<file path="config.mk">
export PLATFORM = sky130hd
export DESIGN_NAME = mant_add_arbiter_flat
export DESIGN_NICKNAME = d
export VERILOG_FILES = /design/src/rtl/mant_add_arbiter_if.sv /design/src/rtl/mant_add_arbiter.sv /design/src/flat_wrapper.sv
export SDC_FILE = /design/constraint.sdc
export NUM_CORES = 1
export LEC_CHECK = 0
export BUFFER_PORTS_ARGS = -buffer_cell sky130_fd_sc_hd__buf_4
export CORE_ASPECT_RATIO = 1.25
export CORE_UTILIZATION = 45
export CTS_CLUSTER_DIAMETER = 100
export DETAILED_ROUTE_END_ITERATION = 16
export GPL_ROUTABILITY_DRIVEN = 0
export PLACE_DENSITY_LB_ADDON = 0.05
export RECOVER_POWER = 25
export SETUP_SLACK_MARGIN = 0.02
export SYNTH_ARGS = -nofsm -noshare
export SYNTH_HDL_FRONTEND = slang
export SYNTH_SLANG_ARGS = --single-unit
</file>
<file path="constraint.sdc">
create_clock -name clk -period 11.18 [get_ports clk]
set_input_delay 0.559 -clock clk [delete_from_list [all_inputs] [get_ports clk]]
set_output_delay 0.559 -clock clk [all_outputs]
set_load 0.01 [all_outputs]
</file>
<file path="src/rtl/mant_add_arbiter_if.sv">
// Request/response bundle between the two mantissa requesters and the shared-adder arbiter.
interface mant_add_arbiter_if;
  logic [1:0]  req_valid;
  logic [1:0]  req_ready;
  logic [1:0]  req_wide;
  logic [47:0] req0_a;
  logic [47:0] req0_b;
  logic [47:0] req1_a;
  logic [47:0] req1_b;
  logic [1:0]  rsp_valid;
  logic [1:0]  rsp_ready;
  logic [47:0] rsp0_sum;
  logic [47:0] rsp1_sum;

  modport master (
    output req_valid, req_wide, req0_a, req0_b, req1_a, req1_b, rsp_ready,
    input  req_ready, rsp_valid, rsp0_sum, rsp1_sum
  );

  modport slave (
    input  req_valid, req_wide, req0_a, req0_b, req1_a, req1_b, rsp_ready,
    output req_ready, rsp_valid, rsp0_sum, rsp1_sum
  );
endinterface

</file>
<file path="src/rtl/mant_add_arbiter.sv">
// Shares one split-capable 48-bit mantissa adder between two requesters, packing two
// narrow adds into one adder cycle when possible.
module mant_add_arbiter #(
  parameter int W_NAR = 19,
  parameter int W_CNT = 16
) (
  input  logic             clk,
  input  logic             rst,
  mant_add_arbiter_if.slave bus,
  output logic [W_CNT-1:0] pair_cnt
);
  localparam int W_FULL = 48;
  localparam int W_RES  = W_NAR + 1;
  localparam int HI_LSB = W_FULL - 1 - W_NAR;
  localparam int GAP    = HI_LSB - W_NAR;

  logic [1:0]        busy;
  logic [1:0]        rsp_valid_r;
  logic              rr;
  logic              iss_valid;
  logic              iss_ct;
  logic              iss_wide;
  logic [1:0]        iss_owner;
  logic [W_FULL-1:0] iss_a, iss_b;
  logic [W_FULL-1:0] rsp0_r, rsp1_r;

  logic [1:0]        e, acc, drain;
  logic              pair, gnt;
  logic [W_FULL-1:0] op0_a, op0_b, op1_a, op1_b, nxt_a, nxt_b;

  // Adder view: internal bit k sits on adder port bit k+8.
  logic [55:8]       add_a, add_b, add_out;
  logic [20:0]       seg_lo;
  logic [27:0]       seg_hi;
  logic [W_FULL-1:0] sum_lo, sum_hi;

  function automatic logic [W_FULL-1:0] zext_nar(input logic [W_NAR-1:0] x);
    return {{(W_FULL-W_NAR){1'b0}}, x};
  endfunction

  always_comb begin
    // NOTE: every always_comb output gets a default first so no path can infer a latch.
    acc   = 2'b00;
    nxt_a = '0;
    nxt_b = '0;
    e     = bus.req_valid & ~busy;
    pair  = (&e) & ~(|bus.req_wide);
    gnt   = e[rr] ? rr : ~rr;
    drain = rsp_valid_r & bus.rsp_ready;
    op0_a = bus.req_wide[0] ? bus.req0_a : zext_nar(bus.req0_a[W_NAR-1:0]);
    op0_b = bus.req_wide[0] ? bus.req0_b : zext_nar(bus.req0_b[W_NAR-1:0]);
    op1_a = bus.req_wide[1] ? bus.req1_a : zext_nar(bus.req1_a[W_NAR-1:0]);
    op1_b = bus.req_wide[1] ? bus.req1_b : zext_nar(bus.req1_b[W_NAR-1:0]);
    if (pair) begin
      acc   = 2'b11;
      nxt_a = {1'b0, bus.req1_a[W_NAR-1:0], {GAP{1'b0}}, bus.req0_a[W_NAR-1:0]};
      nxt_b = {1'b0, bus.req1_b[W_NAR-1:0], {GAP{1'b0}}, bus.req0_b[W_NAR-1:0]};
    end else if (|e) begin
      acc   = gnt ? 2'b10 : 2'b01;
      nxt_a = gnt ? op1_a : op0_a;
      nxt_b = gnt ? op1_b : op0_b;
    end
  end

  // Split mode cuts the carry from segment [27:8] into [55:28].
  assign add_a   = iss_a;
  assign add_b   = iss_b;
  assign seg_lo  = {1'b0, add_a[27:8]} + {1'b0, add_b[27:8]};
  assign seg_hi  = add_a[55:28] + add_b[55:28] + {27'b0, seg_lo[20] & ~iss_ct};
  assign add_out = {seg_hi, seg_lo[19:0]};
  assign sum_lo  = {{(W_FULL-W_RES){1'b0}}, add_out[8 +: W_RES]};
  assign sum_hi  = {{(W_FULL-W_RES){1'b0}}, add_out[HI_LSB+8 +: W_RES]};

  always_ff @(posedge clk or posedge rst) begin
    if (rst) begin
      busy        <= 2'b00;
      rr          <= 1'b0;
      iss_valid   <= 1'b0;
      iss_ct      <= 1'b0;
      iss_wide    <= 1'b0;
      iss_owner   <= 2'b00;
      iss_a       <= '0;
      iss_b       <= '0;
      rsp_valid_r <= 2'b00;
      rsp0_r      <= '0;
      rsp1_r      <= '0;
      pair_cnt    <= '0;
    end else begin
      // NOTE: non-blocking updates so every register samples pre-edge values.
      busy      <= (busy | acc) & ~drain;
      iss_valid <= |acc;
      if (|acc) begin
        iss_a     <= nxt_a;
        iss_b     <= nxt_b;
        iss_ct    <= pair;
        iss_wide  <= pair ? 1'b0 : bus.req_wide[gnt];
        iss_owner <= acc;
      end
      if (pair && !(&pair_cnt))
        pair_cnt <= pair_cnt + {{(W_CNT-1){1'b0}}, 1'b1};
      if ((|acc) && !pair)
        rr <= ~gnt;
      rsp_valid_r <= (rsp_valid_r & ~drain) | (iss_valid ? iss_owner : 2'b00);
      if (iss_valid && iss_owner[0])
        rsp0_r <= iss_wide ? add_out : sum_lo;
      if (iss_valid && iss_owner[1])
        rsp1_r <= iss_ct ? sum_hi : (iss_wide ? add_out : sum_lo);
    end
  end

  assign bus.req_ready = ~busy;
  assign bus.rsp_valid = rsp_valid_r;
  assign bus.rsp0_sum  = rsp0_r;
  assign bus.rsp1_sum  = rsp1_r;
endmodule

</file>
<file path="src/flat_wrapper.sv">
// flat-port wrapper written by rule: the top's interface ports become plain ports
module mant_add_arbiter_flat 
#(
  parameter int W_NAR = 19,
  parameter int W_CNT = 16
)
  (clk, rst, pair_cnt, bus_req_valid, bus_req_wide, bus_req0_a, bus_req0_b, bus_req1_a, bus_req1_b, bus_rsp_ready, bus_req_ready, bus_rsp_valid, bus_rsp0_sum, bus_rsp1_sum);
  mant_add_arbiter_if bus_i ();
  input  logic clk;
  input  logic rst;
  output logic [W_CNT-1:0] pair_cnt;
  input wire logic [$bits(bus_i.req_valid)-1:0] bus_req_valid;
  input wire logic [$bits(bus_i.req_wide)-1:0] bus_req_wide;
  input wire logic [$bits(bus_i.req0_a)-1:0] bus_req0_a;
  input wire logic [$bits(bus_i.req0_b)-1:0] bus_req0_b;
  input wire logic [$bits(bus_i.req1_a)-1:0] bus_req1_a;
  input wire logic [$bits(bus_i.req1_b)-1:0] bus_req1_b;
  input wire logic [$bits(bus_i.rsp_ready)-1:0] bus_rsp_ready;
  output wire logic [$bits(bus_i.req_ready)-1:0] bus_req_ready;
  output wire logic [$bits(bus_i.rsp_valid)-1:0] bus_rsp_valid;
  output wire logic [$bits(bus_i.rsp0_sum)-1:0] bus_rsp0_sum;
  output wire logic [$bits(bus_i.rsp1_sum)-1:0] bus_rsp1_sum;
  assign bus_i.req_valid = bus_req_valid;
  assign bus_i.req_wide = bus_req_wide;
  assign bus_i.req0_a = bus_req0_a;
  assign bus_i.req0_b = bus_req0_b;
  assign bus_i.req1_a = bus_req1_a;
  assign bus_i.req1_b = bus_req1_b;
  assign bus_i.rsp_ready = bus_rsp_ready;
  assign bus_req_ready = bus_i.req_ready;
  assign bus_rsp_valid = bus_i.rsp_valid;
  assign bus_rsp0_sum = bus_i.rsp0_sum;
  assign bus_rsp1_sum = bus_i.rsp1_sum;
  mant_add_arbiter #(.W_NAR(W_NAR), .W_CNT(W_CNT)) u_core (.clk(clk), .rst(rst), .bus(bus_i), .pair_cnt(pair_cnt));
endmodule
</file>
After elaboration in Yosys (flattened, before gate mapping):

Cells that the tools add are included.

* flip-flop bits (word level): 218
* bits of input ports: 200
* output and inout port bits: 116
* word-level logic and storage cells: 65

* $add $sub $neg: 4
* $lt $le $gt $ge: 2
* muxes and demuxes: 22
* bitwise logic cells: 14
* reductions and logical operators: 11

Operator list (number)
* 48-bit two-way mux: 12
* 28-bit by 1-bit adder with 28-bit output: 1
* 28-bit adder: 1
* 20-bit by 20-bit adder with 21-bit output: 1
* 16-bit by 1-bit adder with 16-bit output, second input constant: 1
* 16-bit AND reduction: 1
* 2-bit bitwise AND: 4
* 2-bit two-way mux: 4
* 1-bit two-way mux: 6
* 2-bit OR reduction: 3
* 1-bit logical AND: 4
* 1-bit by 2-bit less-than comparator with 1-bit output, second input constant: 2
* 1-bit inverter: 4
* 2-bit inverter: 2
* 2-bit OR: 2
* 1-bit bitwise AND: 2
* 1-bit logical NOT: 2
* 2-bit AND reduction: 1

Depth between registers and ports, before layout:

* depth in word-level cells: 10
* mapped depth: 22

Worst setup path after synthesis:

No wires, ideal clock.

* path type: register to register
* start: register u_core.iss_b[0] (netlist: u_core.add_b[8])
* end: register u_core.rsp1_r[18] (netlist: u_core.bus.rsp1_sum[18])
* setup time: 0.126 ns
* arrival time: 4.659 ns
* required time: 11.054 ns
* path slack: 6.395 ns
* stages on the path, launching flop included: 23
* buffers on the path: 0
* period minus slack after synthesis: 4.785 ns
* cells stage by stage: dfrtp_1 -> ha_1 -> fa_1 -> a21oi_1 -> o22ai_1 -> a211oi_1 -> o221ai_1 -> a21oi_1 -> o21a_1 -> o21bai_1 -> a21oi_1 -> nor2_1 -> fa_1 -> fa_1 -> a21oi_1 -> nor2_1 -> o21ai_1 -> or4_1 -> nand2_2 -> a2111oi_4 -> nor3_2 -> xor2_1 -> a221o_1

* cells in the longest elaborated chain, start to end: 4

Ends and longest elaborated chain
* from (decl): line mant_add_arbiter.sv:24 `logic [W_FULL-1:0] iss_a, iss_b;`
* from (signal assigned): line mant_add_arbiter.sv:94 `iss_b <= nxt_b;`
* 20-bit by 20-bit adder with 21-bit output (*): line mant_add_arbiter.sv:68 `assign seg_lo = {1'b0, add_a[27:8]} + {1'b0, add_b[27:8]};`
* 1-bit bitwise AND: line mant_add_arbiter.sv:69 `assign seg_hi = add_a[55:28] + add_b[55:28] + {27'b0, seg_lo[20] & ~iss_ct};`
* 28-bit by 1-bit adder with 28-bit output: line mant_add_arbiter.sv:69
* 48-bit two-way mux (*): line mant_add_arbiter.sv:107 `rsp1_r <= iss_ct ? sum_hi : (iss_wide ? add_out : sum_lo);`
* to (signal assigned): line mant_add_arbiter.sv:107
* to (decl): line mant_add_arbiter.sv:25 `logic [W_FULL-1:0] rsp0_r, rsp1_r;`

Mark *: on every way between the ends. The rest lies on a longest branch, timed or not.
A chain may end at the register's enable or synchronous reset.

Final worst setup path:

Ends and elaborated chain as after synthesis.

==> results.md <==
* Setup Viol. Count Final at 0
* Comb pwr share at roughly 52%
* WP data arrival at approximately 6.0 ns
* Ys Warns at 0
* Failing checks: capacitance limit, slew limit
* Least-Margin Pin Slew at 3.613 ns
* Hold_buf cts at 0
* NumNets Final at between 1,500 and 2,000
* Die Span Y at 178.2 microns
* Remaining routing DRC violations at 0
* Count leader, synth: dfrtp_1
* Switching Share at a little over two fifths
* Crit path max-delay family: compound AO/OA/AOI/OAI gates
* Netlist Area Pre-Place at ~11,000 sq um
* R2R setup slack at about 5.5 ns
* Outcome: finished, violations left
* Starting Density at 45.78%
* Crit Path Category: reg -> reg
* P_int at about 2.5 mW
* Critical path buffer and inverter count at 0
* Die area at 25,490 sq um
* Share of layout cells above drive strength 1 at a little over a quarter
* Crit path required time at roughly 12 ns
* Row Count at 64
* CTS-repair resized insts at 0
* Synthesized flop and latch total at between 200 and 250
* Top cells by area, synth: dfrtp_1, ha_1, a22oi_1, o21ai_0, a222oi_1
* TNS Setup at 0 ns
* CP Max Fanout at 4
* Leak pwr at roughly 6.9 nW
* Dpl cells at ~1,700
* Post-Synthesis Cells at ~1,100
* Ys flop type: dfrtp_1
* Final Hold Viols at 0
* CTS Buffer Depth at 3
* Via count at just under 10,000
* Multi-input gate area at 5278 sq um
* Met3 usage in global routing at between 4 and 5%
* Gr busiest metal: met2
* Minimum clock period at approximately 5.6 ns
* Switching Power at about 2.0 mW
* Setup crit end kind: flop
* Setup Fix Bufs, Post-CTS at 0
* Non-filler cells, final at around 1,700
* H-tree depth at 1
* Total power at between 4 and 5 mW
* Wire length per cell at ~20 microns
* Pins Over Slew Limit at roughly 220
* CTS tree: built
* CP max-delay cell: a211oi_1
* DR pass1 iterations at 6
* Relative slew slack at -140.9%
* Seq pwr share at 31.1%
* IO Port Bufs at 315
* Clock buffer count from CTS at 23
* Global Route Usage Sum at 27.00%
* Startpoint types: flop
* Number of global-route vias before repair at approximately 9,500
* I/O Pins at between 300 and 400
* Met2 Track Usage GR at a little over two fifths
* Antenna cells at 0
* Routed WL at between 30,000 and 40,000 microns
* Largest net degree at the start of global routing at between 100 and 150
* Most instantiated cells after synthesis: dfrtp_1, o21ai_0, nand2_1
* Worst Skew at 0.01712 ns
* Grt met1 use at 39.01%
* Clk pin slew, worst setup/hold paths at around 0.06 ns
* Unrepaired setup endpoints after global routing: no
* Drt initial violations at around 670
* Most frequent CP cell: a21oi_1
* Slowest stage delay, CP at around 0.43 ns
* Core Area at about 24,000 sq um
* Clk_lat worst skew at around 0.52 ns
* Clock network power share at 17.3%
* Root Driver: clkbuf_16
* Maximum vdd drop at about 0.14 mV
* Vias per inst at 5.723
* Max-cap check violation count at 3
* Cell taking the most area after synthesis: dfrtp_1
* Final ANT Viol Nets at 0
* Global-route wire length before repair at 52,720 microns
* Worst-path cell chain: ha_1, fa_1, a21oi_1, o22ai_1, a211oi_1, o221ai_1, a21oi_1, o21a_1, o21bai_1, a21oi_1, nor2_1, fa_1, fa_1, a21oi_1, nor2_1, o21ai_1, or4_1, nand2_2, a2111oi_4, nor3_2, xor2_1, a221o_1
* Post-synthesis net count at between 1,000 and 1,500
* Ys async rst share at 100.0%
* Seq/Total Area, Yosys at between 40% and 50%
* Filler cells at 2,227
* Die W at roughly 140 microns
* Area grow syn2layout at 28.85%
* PwrDens at about 310 nW/um^2
* Total grt overflow at 0
* Hold Path Class: in -> reg
* Clk sink count at ~220
* Synthesized area per cell at just over 10 sq um
* Max frequency at 0.1771 GHz
* EDFF count, synth at 0
* Final worst path period share at 50.50%
* Post-DP HPWL at ~26,000 microns
* Distinct cells, synth at 64
* Sequential cell area at ~5500 sq um
* Initial antenna violation count at 0
* Yosys top cell area share at between 40 and 50%
[state kept, by name (all words and copies together), names as in the netlist]
register              count
u_core.add_a             48
u_core.add_b             48
u_core.bus.rsp0_sum      48
u_core.bus.rsp1_sum      48
u_core.pair_cnt          16
u_core.bus.rsp_valid      2
u_core.busy               2
u_core.iss_owner          2
u_core.iss_ct             1
u_core.iss_valid          1
u_core.iss_wide           1
u_core.rr                 1
[cells by family after synthesis]
family	count (synthesis)	synth area share (%)
AO/OA/AOI/OAI	391	24.77
XOR/XNOR	56	4.386
buffers and inverters	126	4.319
adder cells (fa/ha/maj)	50	5.796
multiplexers	25	2.406
AND/OR/NAND/NOR	229	9.533
flip-flops	218	48.79
[power groups by stage]
stage	clock network, mW	logic [mW]	registers, mW
after global placement	0	2.33	1.40
after global routing	0.829	2.57	1.44
after CTS	0.792	2.38	1.40
after floorplan	0	1.50	1.37
final	0.779	2.33	1.40
after detailed placement	0	2.37	1.41
[final timing paths]
| kind | cells after the start | startpoint | to |
|---|---|---|---|
| setup / recovery | 22 | u_core.add_b[8] | u_core.bus.rsp1_sum[18] |
| max in group asynchronous | 3 | rst | u_core.add_b[15] |
| setup reg to reg | 22 | u_core.add_b[8] | u_core.bus.rsp1_sum[18] |
| hold reg to reg | 2 | u_core.bus.rsp0_sum[27] | u_core.bus.rsp0_sum[27] |
| hold / removal | 2 | bus_rsp_ready[0] | u_core.busy[0] |
| min in group asynchronous | 2 | rst | u_core.bus.rsp0_sum[15] |
[cell type report]
cell class / instances / share of cell area (%)
Tap cell: 330 / 2.866
Timing Repair Buffer: 326 / 15.92
Clock buffer: 26 / 4.142
Multi-Input combinational cell: 751 / 36.63
Sequential cell: 218 / 37.86
Inverter: 54 / 1.424
Clock inverter: 16 / 1.155
[layout by cell type (no fill, tap or decap), drive strengths merged, types with 7 or more instances in the layout]
master | synthesis | routed
buf | 6 | 284
dfrtp | 218 | 218
o21ai | 111 | 111
nand2 | 84 | 84
a22oi | 76 | 76
nor2 | 73 | 73
clkbuf | 66 | 68
inv | 53 | 55
ha | 47 | 47
a21oi | 44 | 44
xnor2 | 42 | 42
a222oi | 38 | 38
a22o | 34 | 34
a21o | 21 | 21
a221oi | 21 | 21
nand3 | 16 | 16
mux2 | 15 | 15
xor2 | 14 | 14
nand4 | 12 | 12
clkinv | 1 | 11
mux2i | 10 | 10
nor3 | 10 | 10
nand2b | 8 | 8
a211oi | 7 | 7
o21bai | 7 | 7
nor2b | 7 | 7
[stage by stage]
| stage | utilization (%) | worst slack [ns] | hold WS, ns | area [sq um] |
|---|---|---|---|---|
| after global routing | 58.99 | 4.413 | 0.1997 | 14410 |
| after global placement | 56.55 | 5.753 | 0.4600 | 13810 |
| after floorplan | - | 4.657 | 0.4732 | 11180 |
| after detailed placement | 56.55 | 5.612 | 0.4587 | 13810 |
| after CTS | 59.67 | 5.586 | 0.1340 | 14570 |
| final | 58.99 | 5.534 | 0.2088 | 14410 |
[layer usage]
metal / vias to the layer above / wire length (microns)
met5: - / 0
met4: 0 / 650
met3: 46 / 2457
met2: 381 / 15530
met1: 4804 / 15570
li1: 4618 / -
Note: power is estimated with default switching activity, not from simulation.
